<file path="config.mk">
export PLATFORM = sky130hd
export DESIGN_NAME = gate
export DESIGN_NICKNAME = d
export VERILOG_FILES = /design/src/rtl/gate.sv
export SDC_FILE = /design/constraint.sdc
export NUM_CORES = 1
export LEC_CHECK = 0
export CORE_AREA = 2 2 39 41
export CTS_BUF_LIST = sky130_fd_sc_hd__clkbuf_16
export DETAILED_ROUTE_END_ITERATION = 16
export DIE_AREA = 0 0 41 43
export PLACE_DENSITY = 0.57
export REMOVE_ABC_BUFFERS = 1
export SETUP_SLACK_MARGIN = 0.4
export SLEW_MARGIN = 20
export SYNTH_ARGS = -nofsm -noshare
export SYNTH_HDL_FRONTEND = slang
export SYNTH_SLANG_ARGS = --single-unit
</file>
<file path="constraint.sdc">
create_clock -name clk -period 1.6 [get_ports clk]
set_clock_uncertainty 0.1 [all_clocks]
set_input_delay 0.32 -clock clk [delete_from_list [all_inputs] [get_ports clk]]
set_output_delay 0.32 -clock clk [all_outputs]
set_load 0.01 [all_outputs]
</file>
<file path="src/rtl/gate.sv">
// ---------------------------------------------------------------------------
// gate: configurable bitwise two-input logic gate.
//   Y      - combinational result of A and B under the operation register
//   Y_q    - Y captured at every rising clk edge
//   op_cur - operation register, loaded from op when op_load is high
//
// Optional feature (macro GATE_STATS_EN): adds stats_clr input and hi_cnt
// output. hi_cnt is a saturating count of clock edges at which Y_q was
// nonzero. Without the macro the counter and both ports do not exist.
//
// Reset is asynchronous and active-low. It forces op_cur to DEFAULT_OP and
// clears Y_q (and hi_cnt) at once. On release, the first rising clk edge is
// the first one that updates state.
// ---------------------------------------------------------------------------
module gate #(
    parameter int          WIDTH      = 1,
    parameter logic [2:0]  DEFAULT_OP = 3'd0,
    parameter int          CNT_W      = 16
) (
    input  logic             clk,
    input  logic             rst_n,
    input  logic [WIDTH-1:0] A,
    input  logic [WIDTH-1:0] B,
    input  logic [2:0]       op,
    input  logic             op_load,
`ifdef GATE_STATS_EN
    input  logic             stats_clr,
    output logic [CNT_W-1:0] hi_cnt,
`endif
    output logic [WIDTH-1:0] Y,
    output logic [WIDTH-1:0] Y_q,
    output logic [2:0]       op_cur
);

    // Operation codes
    localparam logic [2:0] OP_AND   = 3'd0;
    localparam logic [2:0] OP_OR    = 3'd1;
    localparam logic [2:0] OP_XOR   = 3'd2;
    localparam logic [2:0] OP_NAND  = 3'd3;
    localparam logic [2:0] OP_NOR   = 3'd4;
    localparam logic [2:0] OP_XNOR  = 3'd5;
    localparam logic [2:0] OP_ANDNB = 3'd6;
    localparam logic [2:0] OP_NOTA  = 3'd7;

    // Bitwise evaluation of one operation over the full operand width.
    function automatic logic [WIDTH-1:0] apply_op(
        input logic [2:0]       sel,
        input logic [WIDTH-1:0] a,
        input logic [WIDTH-1:0] b
    );
        logic [WIDTH-1:0] r;
        case (sel)
            OP_AND:   r = a & b;
            OP_OR:    r = a | b;
            OP_XOR:   r = a ^ b;
            OP_NAND:  r = ~(a & b);
            OP_NOR:   r = ~(a | b);
            OP_XNOR:  r = ~(a ^ b);
            OP_ANDNB: r = a & ~b;
            OP_NOTA:  r = ~a;
            default:  r = {WIDTH{1'b0}};
        endcase
        return r;
    endfunction

    // Combinational result; follows A, B and op_cur with no clock or reset gating.
    always_comb begin
        Y = apply_op(op_cur, A, B);
    end

    // Operation register: loads op only on an edge with op_load high.
    always_ff @(posedge clk or negedge rst_n) begin
        if (!rst_n) begin
            op_cur <= DEFAULT_OP;
        end else if (op_load) begin
            op_cur <= op;
        end else begin
            op_cur <= op_cur;
        end
    end

    // Registered copy of Y, one clock behind.
    always_ff @(posedge clk or negedge rst_n) begin
        if (!rst_n) begin
            Y_q <= {WIDTH{1'b0}};
        end else begin
            Y_q <= Y;
        end
    end

`ifdef GATE_STATS_EN
    localparam logic [CNT_W-1:0] CNT_MAX = {CNT_W{1'b1}};
    localparam logic [CNT_W-1:0] CNT_ONE = {{(CNT_W-1){1'b0}}, 1'b1};

    // Saturating count of edges with nonzero Y_q; clear wins over increment.
    always_ff @(posedge clk or negedge rst_n) begin
        if (!rst_n) begin
            hi_cnt <= {CNT_W{1'b0}};
        end else if (stats_clr) begin
            hi_cnt <= {CNT_W{1'b0}};
        end else if ((|Y_q) && (hi_cnt != CNT_MAX)) begin
            hi_cnt <= hi_cnt + CNT_ONE;
        end else begin
            hi_cnt <= hi_cnt;
        end
    end
`endif

endmodule

</file>
# Yosys cells after proc, flatten, opt, wreduce, memory -nomap -nowiden
# Index checks and enable logic that the tools add are counted.
# op_classes
muxes	1
n_reduce_logical	1
bitwise_logic	9
eq_ne	7
# ops
op	count
equality test 3 bit (second input constant)	4
one-hot mux 1 bit (8 select lines)	1
equality test 3 x 2 -> 1 bit (second input constant)	2
NOT 1 bit	5
equality test 3 x 1 -> 1 bit (second input constant)	1
logical NOT 3 bit	1
AND 1 bit	2
OR 1 bit	1
XOR 1 bit	1
# word_totals
elab_cells	20
inputBits	8
reg_bits	4
output_inout_bits	5

# Logic depth before layout (Yosys ltp)
# logic_depth
word_depth	3
depth_mapped	5
ltp_nobuf	5

# Worst setup path after synthesis
# OpenSTA, ideal clock, no wires.
# synth_path
kind	input to output
start	input A
end	output Y
required_ps	1180
path_stages	5
arrival_ps	1141
setup_slack_ps	39
n_path_buf	0
path_cell_list	inv_1 ha_1 mux2i_1 o22ai_1 nor3_1
# synth_between
elab_chain_len	3
elab_cells_between_ends	9
classes_between	1 x mux; 8 x bitwise
# synth_rtl
item	line	source
start: declaration	22	input logic [WIDTH-1:0] A,
XOR 1 bit, or another cell as far along	55, 58	
NOT 1 bit (on tied branches)	58, 56, 57	
one-hot mux 1 bit (8 select lines) (*)	52	case (sel)
end: declaration	30	output logic [WIDTH-1:0] Y,
# Every way passes the cells marked *; elsewhere a longest branch is shown, timed or not.

# Final worst setup path
# layout_path
start	register op_cur[1]
end	output Y
# layout_between
elab_chain_len	2
elab_cells_between_ends	9
classes_between	7 x eq/ne; 1 x mux; 1 x reduce/logical
# layout_rtl
item	line	source
start: declaration	32	output logic [2:0] op_cur
start signal: assignment	76	op_cur <= op;
start signal: assignment	78	op_cur <= op_cur;
equality test 3 bit, or another cell as far along	52	
one-hot mux 1 bit (8 select lines) (*)	52	
# Marks and branches as above.

==> key figures <==
Timing
  • Max Freq: about 570 MHz
  • Total negative slack: -0.163 ns
  • Tightest slew margin relative to the limit: 82.4%
  • Portion of the clock cycle consumed by the worst path in the final layout: 110%
  • Setup slack after layout: -0.163 ns
  • RSZ-0062 raised after global routing: true
  • Max-slew violation count: 0
  • Number of setup violations in the final report: 1
  • Final Hold Viols: 0
  • Slew at the pin closest to its max-slew limit: roughly 0.26 ns
  • Final Critical Period: 1.76 ns

Clocking
  • Clock tree root driver cell: clkbuf_16
  • Number of buffers created by CTS: 3
  • Num Clock Sinks: 4
  • Clock-pin transition on the worst setup and hold timing paths: roughly 0.03 ns
  • H-tree depth: 1
  • TritonCTS clock tree: built
  • Buffers from clock root to sink, at most: 2
  • Clk_lat worst skew: 0.22 ns

Route
  • Count of routing violations after the opening detailed-route iteration: 1
  • Total DRC errors in the routed layout: 0
  • Number of vias in the routed layout: 255
  • Detailed-route wire length per cell: 10.4 um
  • Post-detailed-route count of antenna-violating nets: 0
  • Drt total wl: 645 um
  • First drt pass iteration count: 2
  • Average via count per standard cell: 4.11

Die
  • Die Y-Extent: 43 um
  • Total Die Area: 0.00176 sq mm
  • Die width: between 40 and 50 um
  • IO Count: 13
  • Initial cell density of the core: 19.9%
  • Core Rows: 14
  • Core outline area: 0.00138 sq mm

Synth
  • Syn Inst Count: 23
  • Yosys top cell area share: 36.4%
  • Asr flop ratio synth: 100%
  • Synthesis-stage register bit count: 4
  • Seq/Total Area, Yosys: approximately 36%
  • Count of cell types in the netlist: 14
  • Cell types with the largest area share after synthesis: dfrtp_1, ha_1, mux2_2, mux2i_1, a2111oi_2
  • Most frequently used flop master after synthesis: dfrtp_1
  • Mean instance size in the synthesized netlist: 12.0 sq um
  • Most repeated cell in the gate-level netlist after synthesis: dfrtp_1
  • Post-synthesis instance area: about 280 sq um
  • Commonest cells in the netlist: dfrtp_1, ha_1, mux2_2
  • Cell taking the most area after synthesis: dfrtp_1
  • EDFF count, synth: 0
  • Count of synthesis-stage warnings from yosys: 0

Worst setup path
  • Kind of start point of the critical path: register
  • Critical Setup Path Class: register to output pin
  • Crit path arrival time: around 1.3 ns
  • Slowest stage cell on the critical path: dfrtp_2
  • Depth of the most critical reg-to-reg path: 4
  • Critical path cell sequence: mux2_4 -> o22ai_2 -> nor3_2 -> buf_2
  • Nature of the critical path endpoint: output pin
  • Data required, critical path: 1.18 ns
  • Slowest Stage Delay on Critical Path: 0.44 ns
  • Maximum net fanout on the critical path: 6

Final layout
  • FILL cells: roughly 140
  • # diodes: 0
  • Fraction of final layout cells with drive strength greater than 1: 73.9%
  • Synth-to-layout area growth: 118%
  • Post-layout instance area: around 600 sq um
  • Total Nets Final: 59

GRT
  • Pin count of the biggest net entering global routing: 7
  • Aggregate global routing overflow: 0
  • Overall routing resource usage: 9.59%
  • Number of antenna violations at the first check in global routing: 0
  • Number of global-route vias before repair: 277
  • First-pass GRT wire length: 1060 um

Hold path
  • Tightest Hold Check Type: input port to asynchronous set/reset pin

Job
  • Count of max-cap constraint violations: 0

Status
  • Violations in the final reports: setup timing
  • Status: complete, but fails checks

Pwr
  • Leakage: 0.000262 uW
  • Maximum VDD drop: roughly 1.0 mV
  • Areal power density over the cells: between 1000 and 1500 mW/mm^2

Place
  • DP Area: between 400 and 500 sq um
  • Number of port buffers: 12
  • RePlAce Congestion: about 0.61
## area by class of cell
type	count	area [sq um]	area share (%)
Clock buffer	3	75.1	12.5
Sequential cell	4	104	17.3
Timing Repair Buffer	21	194	32.4
Inverter	2	7.51	1.25
Multi-Input combinational cell	16	199	33.2
Tap cell	16	20.0	3.34
## flip-flops by register name (all words and copies together) (netlist names)
| name | count |
|---|---|
| Y_q | 1 |
| op_cur | 3 |
## per-layer routing
metal,wire (um),GRT usage [%],vias to the layer above
met2,282,13.8,14
met1,273,9.80,111
met4,32,12.0,0
li1,-,-,126
met5,0,0,-
met3,56,1.57,4
## stage by stage
step | setup WS [ns] | hold WS [ns] | cells | power (uW) | utilization (%)
4_1_cts | -0.160 | 0.210 | 62 | 682 | 42.8
3_3_place_gp | -1.02 | 0.443 | 56 | 260 | 32.5
3_5_place_dp | -1.00 | 0.444 | 56 | 258 | 32.5
6_report | -0.163 | 0.206 | 62 | 681 | 43.3
2_1_floorplan | 0.0385 | -0.0756 | 22 | 177 | -
5_1_grt | -0.213 | 0.213 | 62 | 706 | 43.3
## logic make-up (layout without fill, tap and decap cells)
group,count (synthesis),count (layout),share of synthesized area [%]
muxes,6,6,25.0
and+or+nand+nor,5,5,10.5
DFF,4,4,36.4
adders and majority gates,3,3,13.6
buffers and inverters,3,26,6.82
AOI/OAI and AO/OA,2,2,7.73
## path summary, 6_finish.rpt
check	endpoint	from	slack (ns)
min	op_cur[1]$_DFFE_PN0P_	rst_n	0.21
max	Y	op_cur[1]$_DFFE_PN0P_	-0.16
max in group asynchronous	op_cur[2]$_DFFE_PN0P_	rst_n	1.01
max reg2reg	Y_q$_DFF_PN0_	op_cur[1]$_DFFE_PN0P_	0.29
min in group clk	op_cur[2]$_DFFE_PN0P_	op_load	0.47
min reg2reg	op_cur[0]$_DFFE_PN0P_	op_cur[0]$_DFFE_PN0P_	0.56
## cells in the final DEF, fill, tap and decap left out
cell | synthesis | layout
dlygate4sd2_1 | 0 | 1
dfrtp_1 | 4 | 1
ha_1 | 3 | 1
nand2b_1 | 1 | 1
clkbuf_16 | 0 | 3
nand2_1 | 1 | 1
nor3b_1 | 1 | 1
a2111oi_4 | 0 | 1
buf_4 | 0 | 6
o22ai_2 | 0 | 1
dfrtp_2 | 0 | 3
nor3_2 | 0 | 1
buf_2 | 0 | 2
nor2b_1 | 1 | 1
mux2_4 | 1 | 1
mux2i_1 | 2 | 1
clkdlybuf4s50_1 | 0 | 4
ha_4 | 0 | 1
inv_2 | 0 | 2
buf_6 | 1 | 8
ha_2 | 0 | 1
mux2i_2 | 0 | 1
mux2_2 | 3 | 3
## what timing repair did
action                                  in CTS  in global routing
gates resized for setup                     46                  3
gates cloned                                 0                  0
hold buffers                                 0                  0
pin swaps                                    3                  0
setup buffers                                3                  0
endpoints found under the setup margin       9                  5
## worst max-delay path: cells and delay by family (launching register included)
| kind | cells | cell delay (ns) |
|---|---|---|
| DFF | 1 | 0.44 |
| muxes | 1 | 0.31 |
| AOI/OAI and AO/OA | 1 | 0.15 |
| buffers and inverters | 1 | 0.14 |
| and+or+nand+nor | 1 | 0.07 |
## power breakdown
| group | internal, uW | leakage (uW) | total, uW | switching [uW] |
|---|---|---|---|---|
| clock network | 319 | 0.0000370 | 387 | 68.2 |
| registers | 116 | 0.0000434 | 132 | 15.3 |
| logic | 106 | 0.000182 | 162 | 56.5 |
| total | 541 | 0.000262 | 681 | 140 |
Note: power is estimated with default switching activity, not from simulation.
